==> src/rtl/dotp_accelerator_if.sv <==
`default_nettype none
// ============================================================================
// Module      : dotp_accelerator_if
// Description : CPU native memory bus bundle (valid/ready/addr/wdata/wstrb/
//               rdata) used between a bus master and the dot-product engine.
// Revision    : 1.0 - initial release
// ============================================================================
interface dotp_accelerator_if;
    logic        mem_valid;
    logic        mem_ready;
    logic [31:0] mem_addr;
    logic [31:0] mem_wdata;
    logic [3:0]  mem_wstrb;
    logic [31:0] mem_rdata;

    modport master (
        output mem_valid, mem_addr, mem_wdata, mem_wstrb,
        input  mem_ready, mem_rdata
    );

    modport slave (
        input  mem_valid, mem_addr, mem_wdata, mem_wstrb,
        output mem_ready, mem_rdata
    );
endinterface
`default_nettype wire

==> src/rtl/dotp_accelerator.sv <==
`default_nettype none
// ============================================================================
// Module      : dotp_accelerator
// Description : Memory-mapped dot-product engine. Two N-element W-bit operand
//               vectors are multiplied and accumulated one element per cycle
//               into a 64-bit accumulator. Command/status register, per-byte
//               write strobes and operand readback.
//               Optional build macro DOTP_SIGNED_EN selects two's complement
//               operands, signed accumulation and sign-extended readback.
// Revision    : 1.0 - initial release
// ============================================================================
module dotp_accelerator #(
    parameter logic [31:0] ADDR_BASE = 32'h0110_0000,
    parameter int          N         = 3,
    parameter int          W         = 32
) (
    input  logic              clk,
    input  logic              resetn,
    dotp_accelerator_if.slave mem
);

    localparam int              IDX_W    = (N > 1) ? $clog2(N) : 1;
    localparam logic [IDX_W-1:0] LAST_IDX = IDX_W'(N - 1);
    localparam logic [6:0]      N_L      = 7'(N);

    typedef enum logic [0:0] {
        S_IDLE = 1'b0,
        S_RUN  = 1'b1
    } state_t;

    state_t           state;
    state_t           state_next;

    logic [W-1:0]     a_mem [N];
    logic [W-1:0]     b_mem [N];
    logic [63:0]      acc;
    logic [IDX_W-1:0] idx;
    logic             done_q;
    logic             err_q;
    logic             ready_q;
    logic [31:0]      rdata_q;

    logic [31:0]      off;
    logic             in_win;
    logic             is_write;
    logic             sel_ctrl;
    logic             sel_lo;
    logic             sel_hi;
    logic             sel_a;
    logic             sel_b;
    logic             decoded;
    logic             fire;
    logic [IDX_W-1:0] ab_idx;
    logic             busy;
    logic             cmd_start;
    logic             cmd_clear;
    logic             ab_write;
    logic [31:0]      rd_next;
    logic [63:0]      prod;

    // Operand value as seen on the bus (sign- or zero-extended to 32 bits).
    function automatic logic [31:0] ext32(input logic [W-1:0] v);
`ifdef DOTP_SIGNED_EN
        return 32'($signed(v));
`else
        return 32'(v);
`endif
    endfunction

    // Byte-strobed merge of new write data over the current operand value.
    function automatic logic [W-1:0] merge(input logic [31:0] old_v,
                                           input logic [31:0] wd,
                                           input logic [3:0]  st);
        logic [31:0] r;
        for (int k = 0; k < 4; k++) begin
            r[8*k +: 8] = st[k] ? wd[8*k +: 8] : old_v[8*k +: 8];
        end
        return r[W-1:0];
    endfunction

    assign busy          = (state == S_RUN);
    assign mem.mem_ready = ready_q;
    assign mem.mem_rdata = rdata_q;

    // Address decode; only mapped registers (and in-range operand slots) answer.
    always_comb begin
        off       = mem.mem_addr - ADDR_BASE;
        in_win    = (off < 32'h400);
        is_write  = |mem.mem_wstrb;
        sel_ctrl  = in_win && (off[9:2] == 8'h00);
        sel_lo    = in_win && (off[9:2] == 8'h01);
        sel_hi    = in_win && (off[9:2] == 8'h02);
        sel_a     = in_win && (off[9:8] == 2'b01) && ({1'b0, off[7:2]} < N_L);
        sel_b     = in_win && (off[9:8] == 2'b10) && ({1'b0, off[7:2]} < N_L);
        ab_idx    = off[IDX_W+1:2];
        decoded   = sel_ctrl || ((sel_lo || sel_hi) && !is_write) || sel_a || sel_b;
        fire      = mem.mem_valid && !ready_q && decoded;
        cmd_start = fire && is_write && sel_ctrl && mem.mem_wstrb[0] && mem.mem_wdata[0];
        cmd_clear = fire && is_write && sel_ctrl && mem.mem_wstrb[0] && mem.mem_wdata[1];
        ab_write  = fire && is_write && (sel_a || sel_b);
    end

    // Read data selection for the currently addressed register.
    always_comb begin
        rd_next = '0;
        if (sel_ctrl) begin
            rd_next = {29'd0, err_q, done_q, busy};
        end else if (sel_lo) begin
            rd_next = acc[31:0];
        end else if (sel_hi) begin
            rd_next = acc[63:32];
        end else if (sel_a) begin
            rd_next = ext32(a_mem[ab_idx]);
        end else if (sel_b) begin
            rd_next = ext32(b_mem[ab_idx]);
        end
    end

    // Product of the current element pair, extended to the accumulator width.
    always_comb begin
`ifdef DOTP_SIGNED_EN
        prod = 64'($signed(a_mem[idx])) * 64'($signed(b_mem[idx]));
`else
        prod = 64'(a_mem[idx]) * 64'(b_mem[idx]);
`endif
    end

    // Bus acknowledge: single-cycle pulse, read data captured on read accesses.
    always_ff @(posedge clk or negedge resetn) begin
        if (!resetn) begin
            ready_q <= 1'b0;
            rdata_q <= '0;
        end else begin
            ready_q <= fire;
            if (fire && !is_write) begin
                rdata_q <= rd_next;
            end
        end
    end

    // Operand storage; writes while a run is in progress are dropped.
    always_ff @(posedge clk or negedge resetn) begin
        if (!resetn) begin
            for (int i = 0; i < N; i++) begin
                a_mem[i] <= '0;
                b_mem[i] <= '0;
            end
        end else if (ab_write && !busy) begin
            if (sel_a) begin
                a_mem[ab_idx] <= merge(ext32(a_mem[ab_idx]), mem.mem_wdata, mem.mem_wstrb);
            end
            if (sel_b) begin
                b_mem[ab_idx] <= merge(ext32(b_mem[ab_idx]), mem.mem_wdata, mem.mem_wstrb);
            end
        end
    end

    // State register.
    always_ff @(posedge clk or negedge resetn) begin
        if (!resetn) begin
            state <= S_IDLE;
        end else begin
            state <= state_next;
        end
    end

    // Next-state logic: START launches a run, the last element ends it.
    always_comb begin
        state_next = state;
        case (state)
            S_IDLE:  if (cmd_start) state_next = S_RUN;
            S_RUN:   if (idx == LAST_IDX) state_next = S_IDLE;
            default: state_next = S_IDLE;
        endcase
    end

    // Multiply-accumulate datapath and element index.
    always_ff @(posedge clk or negedge resetn) begin
        if (!resetn) begin
            acc <= '0;
            idx <= '0;
        end else if (state == S_IDLE) begin
            if (cmd_start) begin
                acc <= '0;
                idx <= '0;
            end
        end else begin
            acc <= acc + prod;
            idx <= (idx == LAST_IDX) ? '0 : idx + 1'b1;
        end
    end

    // Status flags: CLEAR is applied first so a same-write START or a busy-time
    // violation in the same cycle still leaves its mark.
    always_ff @(posedge clk or negedge resetn) begin
        if (!resetn) begin
            done_q <= 1'b0;
            err_q  <= 1'b0;
        end else begin
            if (cmd_clear) begin
                done_q <= 1'b0;
                err_q  <= 1'b0;
            end
            if (busy) begin
                if (ab_write || cmd_start) begin
                    err_q <= 1'b1;
                end
                if (idx == LAST_IDX) begin
                    done_q <= 1'b1;
                end
            end else if (cmd_start) begin
                done_q <= 1'b0;
            end
        end
    end

endmodule
`default_nettype wire

==> src/flat_wrapper.sv <==
// flat-port wrapper written by rule: the top's interface ports become plain ports
module dotp_accelerator_flat 
#(
    parameter logic [31:0] ADDR_BASE = 32'h0110_0000,
    parameter int          N         = 3,
    parameter int          W         = 32
)
  (clk, resetn, mem_mem_valid, mem_mem_addr, mem_mem_wdata, mem_mem_wstrb, mem_mem_ready, mem_mem_rdata);
  dotp_accelerator_if mem_i ();
  input  logic clk;
  input  logic resetn;
  input wire logic [$bits(mem_i.mem_valid)-1:0] mem_mem_valid;
  input wire logic [$bits(mem_i.mem_addr)-1:0] mem_mem_addr;
  input wire logic [$bits(mem_i.mem_wdata)-1:0] mem_mem_wdata;
  input wire logic [$bits(mem_i.mem_wstrb)-1:0] mem_mem_wstrb;
  output wire logic [$bits(mem_i.mem_ready)-1:0] mem_mem_ready;
  output wire logic [$bits(mem_i.mem_rdata)-1:0] mem_mem_rdata;
  assign mem_i.mem_valid = mem_mem_valid;
  assign mem_i.mem_addr = mem_mem_addr;
  assign mem_i.mem_wdata = mem_mem_wdata;
  assign mem_i.mem_wstrb = mem_mem_wstrb;
  assign mem_mem_ready = mem_i.mem_ready;
  assign mem_mem_rdata = mem_i.mem_rdata;
  dotp_accelerator #(.ADDR_BASE(ADDR_BASE), .N(N), .W(W)) u_core (.clk(clk), .resetn(resetn), .mem(mem_i));
endmodule
==> config.mk <==
export PLATFORM = sky130hd
export DESIGN_NAME = dotp_accelerator_flat
export DESIGN_NICKNAME = d
export VERILOG_FILES = /design/src/rtl/dotp_accelerator_if.sv /design/src/rtl/dotp_accelerator.sv /design/src/flat_wrapper.sv
export SDC_FILE = /design/constraint.sdc
export NUM_CORES = 2
export LEC_CHECK = 0
export CORE_MARGIN = 3
export CORE_UTILIZATION = 50
export DETAILED_ROUTE_END_ITERATION = 10
export PLACE_DENSITY = 0.66
export SLEW_MARGIN = 20
export SYNTH_ARGS = -nofsm -noshare
export SYNTH_HDL_FRONTEND = slang
export SYNTH_SLANG_ARGS = --single-unit
==> constraint.sdc <==
create_clock -name clk -period 9.8 [get_ports clk]
set_input_delay 0.98 -clock clk [delete_from_list [all_inputs] [get_ports clk]]
set_output_delay 0.98 -clock clk [all_outputs]
set_load 0.005 [all_outputs]
==> metrics <==
Fin Setup TNS=0 ns; drt wl/cell=around 25 um; Die Y=319 um; fillers=slightly below 9000; register area share after synthesis=about 15%; most frequent cells in the layout=inv_1 (1086), nand2_1 (979), fa_1 (959); Syn-to-layout area delta=8.88%; IO buf count=approximately 100; Post-Synthesis Cells=~5500; Hold Path Class=in2async; 1st-iter DRT viols=3815; Synth async-reset ratio=100%; Cell Area, Synth=49100 sq um; Cell variety after synth=75; CTS tree=yes; Yosys top cell area share=between 30% and 40%; number of global-route vias before repair=around 41000; first-pass GRT wire length=~260 mm; most common cell after layout, fill and taps aside=inv_1; Worst-Skew Late Latency=0.53 ns; global placement routability congestion=around 1.0; RSZ-0062 raised after global routing=false; period utilization=around 97%; GRT overflow=0; total of warnings raised by yosys=0; Peak Freq=around 0.11 GHz; Clock Path Buffers=3; switch share=a little under a quarter; Rows=between 100 and 150; Final setup violation count=0; residual DRC count=0; nets@finish=6828; crit-path max FO=39; PD cells=50.0 nW/um^2; Antenna Nets Post-Route=0; #FFs+latches synth=between 200 and 300; register share of total power=between 40% and 50%; Post-synth EDFFs=0; Initial Util=50.6%; Final min period=around 9.5 ns; Comb pwr share=5.1%; clock buffer count from CTS=36; DR pass1 iterations=7; maxcap violations=0; vias=between 30000 and 40000; H-tree depth=2; total wire length=between 150 and 200 mm; status=finished clean; pin count of the biggest net entering global routing=between 150 and 200; Num Clock Sinks=294; fraction of final layout cells sized beyond drive strength 1=slightly above 8%; Finished Layout Cells=6859; Core Area=a little under 100000 sq um; post-CTS setup buffers=0; Pleak=roughly 27 nW; crit path launch type=register; Max rail drop VDD=~94 uV; Clk pwr share=between 40% and 50%; internal power=approximately 2 mW; Fin Hold WS=about 0.43 ns; antenna violations before repair=8; GRT Total Usage=roughly a third; leading area contributor after synthesis=fa_1; Die Width=roughly 320 um; clock slew at reported path FFs=0.06 ns; relative max-transition margin=a little over a fifth; Max Transition Viols Final=0; Max Clock Skew=around 0.026 ns; Post-Syn Nets=about 6800; Required @ worst endpoint=roughly 10 ns; root buffer cell=clkbuf_16; largest cells by area after synthesis=fa_1 (39%), dfrtp_1 (15%), inv_1 (8.3%); DR vias/cell=between 5 and 6; Syn Area/Cell=roughly 8.9 sq um; IO Pins=104; die area=102000 sq um; CP Capture Type=register; Placed Cells=6792; total net switching power=about 620 uW; crit path DAT=between 9 and 10 ns; Worst Tran Pin Value=about 1.2 ns; Final Hold Viols=0; Setup Crit Path Kind=reg2reg; DPL Wire Length=approximately 130 mm; Post-synth top flop=dfrtp_1
## power groups by stage
stage                     clock, mW  combinational [mW]  sequential, mW
after detailed placement          0               0.134            1.24
after floorplan                   0              0.0539            1.24
final                          1.32               0.135            1.21
after global routing           1.38               0.144            1.21
after global placement            0               0.133            1.24
after CTS                      1.33               0.134            1.21
## per-stage QoR
| stage | power [mW] | instance area (sq um) | worst slack [ns] | util [%] |
|---|---|---|---|---|
| 5_1_grt | 2.74 | 53400 | 0.00872 | 55.1 |
| 3_3_place_gp | 1.37 | 52200 | 0.324 | 53.8 |
| 6_report | 2.67 | 53400 | 0.336 | 55.1 |
| 4_1_cts | 2.68 | 53400 | 0.273 | 55.1 |
| 2_1_floorplan | 1.29 | 49100 | 1.26 | - |
| 3_5_place_dp | 1.37 | 52200 | 0.311 | 53.9 |
## flip-flops by register name, summed over array words and instances (netlist names)
| signal | cells |
|---|---|
| u_core.acc | 64 |
| u_core.done_q | 1 |
| u_core.idx | 2 |
| u_core.mem.mem_rdata | 32 |
| u_core.mem.mem_ready | 1 |
| u_core.a_mem | 96 |
| u_core.b_mem | 96 |
| u_core.busy | 1 |
| u_core.err_q | 1 |
## path summary, 6_finish.rpt
| kind | depth (start not counted) | slack [ns] | to | start |
|---|---|---|---|---|
| max in group asynchronous | 2 | 7.97 | u_core.a_mem[54]$_DFFE_PN0P_ | resetn |
| setup / recovery | 26 | 0.34 | u_core.acc[53]$_DFFE_PN0P_ | u_core.idx[0]$_DFFE_PN0P_ |
| setup reg to reg | 26 | 0.34 | u_core.acc[53]$_DFFE_PN0P_ | u_core.idx[0]$_DFFE_PN0P_ |
| min in group clk | 2 | 0.47 | u_core.mem.mem_rdata[2]$_DFFE_PN0P_ | u_core.mem.mem_rdata[2]$_DFFE_PN0P_ |
| hold / removal | 1 | 0.43 | u_core.acc[59]$_DFFE_PN0P_ | resetn |
| hold reg to reg | 2 | 0.47 | u_core.mem.mem_rdata[2]$_DFFE_PN0P_ | u_core.mem.mem_rdata[2]$_DFFE_PN0P_ |
## critical path: stages (launching register included)
cell     delay, ns
dfrtp_2       0.39
inv_1         0.18
nor2_4        0.53
buf_12        0.31
a21o_1        0.77
nand2_1       0.17
fa_1          0.56
inv_1         0.07
fa_1          0.47
fa_1          0.55
inv_1         0.10
fa_1          0.54
inv_1         0.05
fa_1          0.49
fa_1          0.50
fa_1          0.53
inv_1         0.08
fa_1          0.48
inv_1         0.05
ha_1          0.48
nand4_1       0.23
or4b_4        0.57
a21oi_4       0.32
nor2_4        0.10
nor3_2        0.37
o21ai_0       0.14
a32o_1        0.27
## cell usage after synthesis (23+ instances only)
library cell / instances
o21ai_0: 164
mux2_2: 126
xnor2_1: 36
nand2b_1: 40
o21a_1: 75
a21o_1: 84
mux2i_1: 133
a222oi_1: 23
ha_1: 243
a21oi_1: 131
clkbuf_1: 258
nand2_1: 979
fa_1: 959
inv_1: 1086
dfrtp_1: 294
nand4_1: 27
nor2_1: 562
a31oi_1: 40
## metal layers
layer,share of wire (%),up-vias,track usage (%)
met5,0.0076,-,0
met4,5.2,2,14.9
met3,10,290,6.80
met2,46,1953,53.8
met1,39,20200,45.4
li1,-,16900,-
## cells by family (layout without fill, tap and decap cells)
family / count (synthesis) / count (layout) / share of synthesized area (%)
AND/OR/NAND/NOR: 1693 / 1694 / 13.8
AO/OA/AOI/OAI: 634 / 634 / 8.37
other: 0 / 2 / 0
buffers and inverters: 1400 / 1440 / 10.9
adder cells (fa/ha/maj): 1203 / 1203 / 45.3
flip-flops: 294 / 294 / 15.0
multiplexers: 259 / 259 / 5.60
XOR/XNOR: 57 / 57 / 1.02
## layout make-up
class,instances,area (sq um),area share [%]
multi-input combinational,3847,36700,68.7
sequential,294,7360,13.8
inverter,1088,4080,7.64
timing repair buffer,288,2500,4.68
tap,1276,1600,2.99
clock buffer,56,1080,2.01
clock inverter,8,86.3,0.162
antenna,2,5.00,0.00937
## repair_timing
action | CTS | global route
resized for setup | 0 | 1
endpoints found under the setup margin | 0 | 7
hold buffers | 0 | 0
Note: power is estimated with default switching activity, not from simulation.
